`src/rtl/cv32e40p_debug_entry_tracker.sv`:
```
// Debug entry tracker: synchronises external halt requests and turns halt, single-step and
// sleep-wakeup needs into registered entry qualifiers; records the DCSR cause on entry.
module cv32e40p_debug_entry_tracker #(
  parameter int SYNC_STAGES = 2,
  parameter bit RESET_HALT  = 1'b0
) (
  input  logic       clk_i,
  input  logic       rst_ni,
  input  logic       debug_req_i,
  input  logic       trigger_match_i,
  input  logic       ebrk_insn_i,
  input  logic       ebrk_force_debug_mode_i,
  input  logic       debug_single_step_i,
  input  logic       id_valid_i,
  input  logic       sleeping_i,
  input  logic       debug_taken_i,
  input  logic       dret_i,
  output logic       debug_req_entry_q_o,
  output logic       debug_force_wakeup_q_o,
  output logic       debug_mode_o,
  output logic [2:0] debug_cause_o
);

  typedef enum logic [1:0] {RUN, WAKEUP, REQ_PEND, HALTED} state_e;
  typedef enum logic [1:0] {SRC_NONE, SRC_HALT, SRC_STEP, SRC_RESETHALT} src_e;

  localparam state_e     RESET_STATE = RESET_HALT ? REQ_PEND : RUN;
  localparam src_e       RESET_SRC   = RESET_HALT ? SRC_RESETHALT : SRC_NONE;
  localparam logic [2:0] RESET_CAUSE = RESET_HALT ? 3'd5 : 3'd0;

  // state_q is the FSM state that checkers bind to
  state_e     state_q;
  src_e       src_q;
  logic [2:0] cause_q;
  logic       req_s;
  logic       cause_load;
  logic [2:0] cause_d;

  generate
    if (SYNC_STAGES == 0) begin : g_no_sync
      assign req_s = debug_req_i;
    end else begin : g_sync
      logic [SYNC_STAGES-1:0] sync_q;
      always_ff @(posedge clk_i or negedge rst_ni) begin
        if (!rst_ni) begin
          sync_q <= '0;
        end else begin
          sync_q[0] <= debug_req_i;
          for (int i = 1; i < SYNC_STAGES; i++) sync_q[i] <= sync_q[i-1];
        end
      end
      assign req_s = sync_q[SYNC_STAGES-1];
    end
  endgenerate

  // Cause priority: trigger, forced ebreak, then the recorded source of the pending entry.
  always_comb begin
    cause_load = 1'b1;
    cause_d    = cause_q;
    if (trigger_match_i) begin
      cause_d = 3'd2;
    end else if (ebrk_insn_i && ebrk_force_debug_mode_i) begin
      cause_d = 3'd1;
    end else begin
      case (src_q)
        SRC_RESETHALT: cause_d = 3'd5;
        SRC_HALT:      cause_d = 3'd3;
        SRC_STEP:      cause_d = 3'd4;
        default:       cause_load = 1'b0;
      endcase
    end
  end

  always_ff @(posedge clk_i or negedge rst_ni) begin
    if (!rst_ni) begin
      state_q <= RESET_STATE;
      src_q   <= RESET_SRC;
      cause_q <= RESET_CAUSE;
    end else begin
      case (state_q)
        RUN: begin
          if (debug_taken_i) begin
            state_q <= HALTED;
            src_q   <= SRC_NONE;
            if (cause_load) cause_q <= cause_d;
          end else if (req_s && sleeping_i) begin
            state_q <= WAKEUP;
            src_q   <= SRC_HALT;
          end else if (req_s) begin
            state_q <= REQ_PEND;
            src_q   <= SRC_HALT;
          end else if (debug_single_step_i && id_valid_i) begin
            state_q <= REQ_PEND;
            src_q   <= SRC_STEP;
          end
        end
        WAKEUP: begin
          if (debug_taken_i) begin
            state_q <= HALTED;
            src_q   <= SRC_NONE;
            if (cause_load) cause_q <= cause_d;
          end else if (!sleeping_i) begin
            state_q <= REQ_PEND;
            src_q   <= SRC_HALT;
          end
        end
        REQ_PEND: begin
          if (debug_taken_i) begin
            state_q <= HALTED;
            src_q   <= SRC_NONE;
            if (cause_load) cause_q <= cause_d;
          end
        end
        HALTED: begin
          if (dret_i) state_q <= RUN;
        end
        default: state_q <= RUN;
      endcase
    end
  end

  assign debug_req_entry_q_o    = (state_q == REQ_PEND);
  assign debug_force_wakeup_q_o = (state_q == WAKEUP);
  assign debug_mode_o           = (state_q == HALTED);
  assign debug_cause_o          = cause_q;

endmodule
```
`config.mk`:
```
export PLATFORM = sky130hd
export DESIGN_NAME = cv32e40p_debug_entry_tracker
export DESIGN_NICKNAME = d
export VERILOG_FILES = /design/src/rtl/cv32e40p_debug_entry_tracker.sv
export SDC_FILE = /design/constraint.sdc
export NUM_CORES = 1
export LEC_CHECK = 0
export CORE_UTILIZATION = 45
export CTS_BUF_LIST = sky130_fd_sc_hd__clkbuf_4 sky130_fd_sc_hd__clkbuf_8 sky130_fd_sc_hd__clkbuf_16
export DETAILED_ROUTE_END_ITERATION = 7
export PLACE_DENSITY = 0.81
export SLEW_MARGIN = 20
export SYNTH_ARGS = -nofsm -noshare
export SYNTH_HDL_FRONTEND = slang
export SYNTH_SLANG_ARGS = --single-unit
```
`constraint.sdc`:
```
create_clock -name clk_i -period 2.1 [get_ports clk_i]
set_input_delay 0.42 -clock clk_i [delete_from_list [all_inputs] [get_ports clk_i]]
set_output_delay 0.42 -clock clk_i [all_outputs]
set_load 0.01 [all_outputs]
```
# Word level (Yosys, flattened, before mapping)
# Cells that the tools add are included.
[classes] order_cmp=0 reduce_logical=11 div=0 mux=22 multipliers=0 bitwise_logic=0 n_shift=0 add_sub_neg=0 n_eq_ne=10
[op_table] operator="two-way mux 2 bit" count=14
[op_table] operator="AND reduction 4 bit" count=3
[op_table] operator="one-hot mux 3 bit (3 select lines)" count=1
[op_table] operator="== test 2 bit (second input constant)" count=4
[op_table] operator="one-hot mux 2 bit (4 select lines)" count=1
[op_table] operator="two-way mux 3 bit" count=2
[op_table] operator="one-hot mux 2 bit (3 select lines)" count=1
[op_table] operator="OR reduction 3 bit" count=2
[op_table] operator="!= test 5 bit (second input constant)" count=1
[op_table] operator="nonzero test 5 bit" count=1
[op_table] operator="== test 2 x 1 -> 1 bit (second input constant)" count=2
[op_table] operator="!= test 2 bit (second input constant)" count=2
[op_table] operator="logical AND 1 bit" count=3
[op_table] operator="two-way mux 1 bit" count=3
[op_table] operator="!= test 3 bit (second input constant)" count=1
[op_table] operator="nonzero test 3 bit" count=1
[op_table] operator="zero test 2 bit" count=1
[totals] input_bits=11 out_inout_bits=6 romBits=0 latch_bits=0 memories=0 ramBits=0 wordCells=47 reg_bits=9

# Depth between registers and ports, before layout
# Gate-level depths: netlist (run 1).
[logic_depth] depth_word=6 depth_mapped=6 mapped_depth_nobuf=6

# Worst setup path after synthesis (run 1)
# No wires, ideal clock.
[synth_timing] kind="register -> register" start="register state_q[0]" end="register state_q[0]" stages_incl_launch_ff=7 period_less_slack_ps=1714 n_path_buf=0 arrival_ps=1587 setup_ps=128 required_ps=1972 slack_ps=386 cell_sequence="dfrtp_1 > inv_1 > ha_1 > or3b_4 > o22ai_2 > a21oi_2 > mux2_1"
[synth_between] elab_chain_len=3 word_cells_on_any_way=10 classes_between="eq/ne (7); mux (1); reduce/logical (2)"
[synth_rtl] item="from (decl)" line_no="32" text="state_e state_q;"
[synth_rtl] item="from (signal assigned)" line_no="76" text="state_q <= RESET_STATE;"
[synth_rtl] item="from (signal assigned)" line_no="83" text="state_q <= HALTED;"
[synth_rtl] item="from (signal assigned)" line_no="87" text="state_q <= WAKEUP;"
[synth_rtl] item="== test 2 x 1 -> 1 bit (tied with other cells)" line_no="80" text="case (state_q)"
[synth_rtl] item="!= test 3 bit (no source line) (tied with other cells)"
[synth_rtl] item="AND reduction 4 bit (no source line)"
# Several ways; a longest one is shown, not always the timed one.
# A chain may end at the register's enable or synchronous reset.

# Worst setup path after layout (run 1)
[layout_timing] start="register state_q[1]" end="output debug_force_wakeup_q_o"
[layout_between] elab_chain_len=1
[layout_rtl] item="== test 2 x 1 -> 1 bit" line_no="123" text="assign debug_force_wakeup_q_o = (state_q == WAKEUP);"
[layout_rtl] item="to (decl)" line_no="19" text="output logic debug_force_wakeup_q_o,"
# No other way between the ends.

==> results of run 1 <==
## worst reg2reg max path: stages, from the launching register on
cell,delay (ns)
dfrtp_1,0.42
inv_1,0.11
ha_1,0.20
or3b_4,0.39
o22ai_2,0.22
a21oi_2,0.07
mux2_1,0.32
## Yosys cell counts
library cell  number  area [µm²]
o41ai_1            1        8.76
and3b_2            1        10.0
and2_2             1        7.51
mux2_1             2        22.5
nor2b_1            1        6.26
mux2i_1            1        10.0
o32a_2             1        11.3
o31ai_1            1        7.51
a21oi_1            7        35.0
ha_1               9         113
a21oi_2            1        8.76
nand2_1            4        15.0
inv_1              6        22.5
dfrtp_1            9         225
nor2_1             7        26.3
mux2_2             2        22.5
o21ai_0            3        15.0
or3b_4             1        11.3
o22ai_2            1        12.5
## state kept, by name, indices dropped and copies added, names as in the netlist
register       cells
state_q            2
g_sync.sync_q      2
src_q              2
debug_cause_o      3
## logic make-up after synthesis
family	synth area share, %
adders and majority gates	19.1
and+or+nand+nor	12.9
muxes	9.32
AOI/OAI and AO/OA	16.7
buffers and inverters	3.81
DFF	38.1
## path summary, 6_finish.rpt
kind | slack, ns | cells after the start | from | endpoint
hold / removal | 0.35 | 0 | g_sync.sync_q[0] | g_sync.sync_q[1]
setup / recovery | 0.13 | 3 | state_q[1] | debug_force_wakeup_q_o
min in group asynchronous | 0.45 | 1 | rst_ni | src_q[0]
setup reg to reg | 0.26 | 6 | state_q[0] | state_q[1]
hold reg to reg | 0.35 | 0 | g_sync.sync_q[0] | g_sync.sync_q[1]
max in group asynchronous | 1.37 | 1 | rst_ni | g_sync.sync_q[0]
## through the flow
stage / hold WS [ns] / std cells / util [%] / instance area (µm²) / setup slack, ns
after floorplan: 0.124 / 59 / - / 591 / 0.386
after CTS: 0.354 / 94 / 69.7 / 806 / 0.111
after global routing: 0.357 / 94 / 69.7 / 806 / 0.0434
final: 0.352 / 94 / 69.7 / 806 / 0.127
after detailed placement: 0.342 / 90 / 67.1 / 776 / 0.125
after global placement: 0.335 / 90 / 67.1 / 776 / 0.146
## power groups by stage
| stage | logic [µW] | clock network (µW) | registers, µW |
|---|---|---|---|
| after floorplan | 346 | 0 | 290 |
| after global placement | 545 | 0 | 282 |
| after detailed placement | 561 | 0 | 285 |
| after CTS | 565 | 147 | 282 |
| after global routing | 625 | 154 | 286 |
| final | 556 | 140 | 283 |
## per-layer routing
| metal | wire length (µm) | vias to the layer above |
|---|---|---|
| met5 | 0 | - |
| met4 | 0 | 0 |
| met3 | 62 | 0 |
| met2 | 521 | 12 |
| met1 | 495 | 214 |
| li1 | - | 250 |
## area by class of cell
cell class	instances	area (µm²)
Timing Repair Buffer	17	168
Inverter	6	22.5
Multi-Input combinational cell	44	343
Sequential cell	9	225
Fill cell	84	350
Clock buffer	4	30.0
Tap cell	14	17.5
==> run summary, run 1 <==
Initial antenna violation count - 0
RSZ-0062 raised after global routing - no
Sw frac - 37.0%
Site Rows - 12
Slowest cell on crit path - clkdlybuf4s50_1
Worst endpoint required time - 1.68 ns
CP bufs+invs - 2
Crit-path leading delay family - buffers and inverters
Max incr delay on CP - 0.56 ns
Crit Path Category - reg2out
Syn_nets - 79
Post-DP HPWL - 900 µm
CTS resizes - 0
Mean routed wirelength per cell - 11.5 µm
Remaining DRCs - 0
Vias in the first global route - 442
Vias per cell - 5.06
Tmin final - 1.97 ns
Crit Path Max Fanout - 4
Hold_buf cts - 0
Status - completed
CTS Root Cell - clkbuf_4
Met3 Resource Use GR - 5.23%
First-pass GRT wire length - 1.69 mm
GRT Residual Overflow - 0
WP data arrival - 1.55 ns
Vias - 476
CTS Sinks - 9
DIE AREA - 1460 µm²
GRT Util Overall - 17.1%
Fin Clk Skew - 0.00688 ns
Crit. End Element - output pin
Crit path launch type - flop
Cell-internal power - 617 µW
# IOs - 17
Diode count - 0
Area delta synth->final - 36.4%
GPL Wtd Cong - 0.766
Syn Inst Count - 59
Hold/Removal Path Class - reg2reg
Initial Utilization - 51.1%
Postcts setup bufs - 0
Clock power share - 14.3%
#FFs+latches synth - 9
Total Nets Final - 101
GR peak layer - met2
Post-route ant nets - 0
Synth unique cells - 19
Detailed Route Iter0 Violations - 12
Met2 usage - 30.9%
Reg clk slew, reported paths - 0.05 ns
Crit path cell chain - inv_1, ha_1, clkdlybuf4s50_1
Clock buffer depth - 2
Final Hold Viols - 0
Slew Viols, Final - 0
Max Fclk - 0.507 GHz
# Max-Cap Violations - 0
Leading cell type in the layout, fill and taps excluded - clkdlybuf4s50_1
Mean post-synth cell area - 10.0 µm²
Routed WL - 1.08 mm
Fin Setup TNS - 0 ns
Maximum VDD drop - 0.000771 V
Die Wd - 38.2 µm
Seq pwr share - 28.9%
Syn Std Cell Area - 591 µm²
Synth Warn # - 0
Pwr Total - 979 µW
CTS tree - built
Combinational power share - 56.8%
Pre-Repair DR Iteration Count - 3
Setup-failing EPs final - 0
H-tree depth - 1
Skew-Pair Late Insertion Delay - 0.25 ns
Die Y-Extent - 38.2 µm
Largest net degree at the start of global routing - 10
Port buffer count - 16
Register area share after synthesis - 38.1%
Power Density - 1210 nW/µm²
Leak - 0.000368 µW
Switching Power - 362 µW
Fin crit share - 94.0%
Slew of the pin with the lowest slew margin - 0.381 ns
TritonCTS Buffers - 3
Commonest non-fill, non-tap cells in the layout - clkdlybuf4s50_1 (16), ha_1 (9), dfrtp_1 (9), a21oi_1 (7), nor2_1 (7)
Share of cells above drive strength 1 - 16.3%
Slew headroom - 74.5%
Core ar. - 1160 µm²
Met1 global-route usage - 19.8%
Power figures use the tool's default switching activity.
==> run 2: changes to the inputs <==
- ABC_AREA: unset -> 0
==> results of run 2 <==
Same layout as run 1: the final DEF is identical, and so are final timing and power.
==> run 3: changes to the inputs <==
- ABC_AREA: 0 -> 1
- CORE_UTILIZATION: 45 -> 47
- PLACE_DENSITY: 0.81 -> 0.82
- REMOVE_ABC_BUFFERS: unset -> 1
==> run 3 against run 2 <==
  * Clock power about the same
  * Largest cell class unchanged
  * Sequential share of layout area down 2.4 points
  * Clock skew down 0.0018 ns
  * Cell area up 9.3%
  * Core utilization down 2.8 points
  * Critical path type unchanged
  * Via count up 26%
  * Non-clock buffer count down 1
  * Synthesized cell count up 47%
  * Routed wire length up 20%
==> run summary, run 3 <==
Fin Hold WS - 0.347 ns
Max FFs per register - 3
H-tree depth - 1
First-pass GRT wire length - 2.06 mm
EDFF count, synth - 0
Commonest non-fill, non-tap cells in the layout - nand2_1 (29), clkdlybuf4s50_1 (16), inv_1 (9), ha_1 (9), dfrtp_1 (9)
Final Hold Viols - 0
Seq pwr share - 27.0%
Switching Power - 439 µW
# IOs - 17
Dominant cell type by area after synthesis - dfrtp_1
Slew of the pin with the lowest slew margin - 0.392 ns
Core ar. - 1320 µm²
Clock buffer depth - 2
Vias - 598
Skew-Pair Late Insertion Delay - 0.25 ns
GRT Residual Overflow - 0
GPL Wtd Cong - 0.860
Slew Viols, Final - 0
Crit Path Max Fanout - 4
TritonCTS Buffers - 3
Initial Utilization - 51.0%
Crit Path Category - reg2out
Worst endpoint required time - 1.68 ns
Yosys top cell area share - 33.5%
Power Density - 1190 nW/µm²
# Max-Cap Violations - 0
Status - completed
Postcts setup bufs - 0
Pwr Total - 1050 µW
Post-DP HPWL - 1.09 mm
DRT met1 WL - 617 µm
CTS Root Cell - clkbuf_4
Share of cells above drive strength 1 - 12.1%
Clock power share - 13.4%
Leak - 0.000467 µW
Remaining DRCs - 0
WP data arrival - 1.55 ns
Primary FF master, synth - dfrtp_1
CTS resizes - 0
RSZ-0062 raised after global routing - no
Fin Setup TNS - 0 ns
Maximum VDD drop - 0.000746 V
Diode count - 0
CTS Sinks - 9
Setup-failing EPs final - 0
Main area contributors after synthesis - dfrtp_1 (34%), ha_1 (17%), nand2_1 (16%)
Post-route ant nets - 0
Crit. End Element - output pin
Leading cell type in the layout, fill and taps excluded - nand2_1
Final Worst Setup Slack - 0.131 ns
Reg clk slew, reported paths - 0.06 ns
Met2 WL - 588 µm
Largest net degree at the start of global routing - 10
Total Nets Final - 128
Hold/Removal Path Class - reg2reg
Post-synth top cells - nand2_1 (29), dfrtp_1 (9), ha_1 (9), inv_1 (9), nand3_1 (7)
Synth Warn # - 0
Detailed Route Iter0 Violations - 14
Die Wd - 39.8 µm
Sw frac - 41.8%
Most common cell in the synthesized netlist - nand2_1
Die Y-Extent - 39.8 µm
Worst slack, placed - 0.404 ns
CTS tree - built
DR top layer - met4
Crit path launch type - flop
Synth unique cells - 19
Hold_buf cts - 0
Register area share after synthesis - 33.5%
Max Fclk - 0.508 GHz
DIE AREA - 1580 µm²
Vias in the first global route - 540
Vias per cell - 4.90
Fin Clk Skew - 0.00513 ns
#FFs+latches synth - 9
Mean routed wirelength per cell - 10.6 µm
Routed met3 length - 67 µm
GRT Util Overall - 20.1%
Syn Inst Count - 87
Pre-Repair DR Iteration Count - 4
Area delta synth->final - 31.1%
Cell-internal power - 612 µW
Combinational power share - 59.6%
Fin crit share - 93.8%
Slew headroom - 73.8%
Site Rows - 13
Mean post-synth cell area - 7.72 µm²
Tmin final - 1.97 ns
Final core utilization - 66.9%
Initial antenna violation count - 0
Routed WL - 1.30 mm
Syn Std Cell Area - 672 µm²
Ys async rst share - 100%
Port buffer count - 16
-- run 3: final timing paths --
kind / startpoint / end / slack (ns) / depth (start not counted)
setup reg to reg: state_q[0] / src_q[0] / 0.66 / 6
setup / recovery: state_q[1] / debug_force_wakeup_q_o / 0.13 / 3
hold / removal: g_sync.sync_q[0] / g_sync.sync_q[1] / 0.35 / 0
min in group asynchronous: rst_ni / debug_cause_o[2] / 0.45 / 1
max in group asynchronous: rst_ni / debug_cause_o[1] / 1.37 / 1
hold reg to reg: g_sync.sync_q[0] / g_sync.sync_q[1] / 0.35 / 0
-- run 3: through the flow --
stage,cell area [µm²],instances
global route,881,122
global placement,851,118
floorplan,672,87
detailed placement,851,118
finish,881,122
CTS,881,122
-- run 3: final cells by class --
class                   instances  area (µm²)
clock buffers                   4        30.0
flip-flops and latches          9         225
well taps                      15        18.8
inverters                      10        40.0
fillers                       126         437
multi-input cells              68         407
repair buffers                 16         160
-- run 3: worst max-delay path, cell delays in order, from the launching register on --
cell and delay (ns):
dfrtp_1 0.41, inv_1 0.11, ha_1 0.21, clkdlybuf4s50_1 0.56
-- run 3: power by group through the flow --
stage                     registers, µW  clock network [µW]  logic (µW)
after floorplan                     291                   0         405
after global placement              282                   0         608
after detailed placement            288                   0         622
after CTS                           284                 145         629
after global routing                295                 153         705
final                               284                 141         626
-- run 3: cells by family after synthesis --
logic type	count (synthesis)	share of synthesized area, %
and+or+nand+nor	56	40.8
buffers and inverters	10	5.96
adders and majority gates	9	16.8
DFF	9	33.5
AOI/OAI and AO/OA	3	2.98
-- run 3: routing by layer --
layer	global-route usage, %	vias to the layer above
met5	0	-
met1	23.9	261
met3	3.41	4
li1	-	317
met2	34.0	16
met4	10.3	0
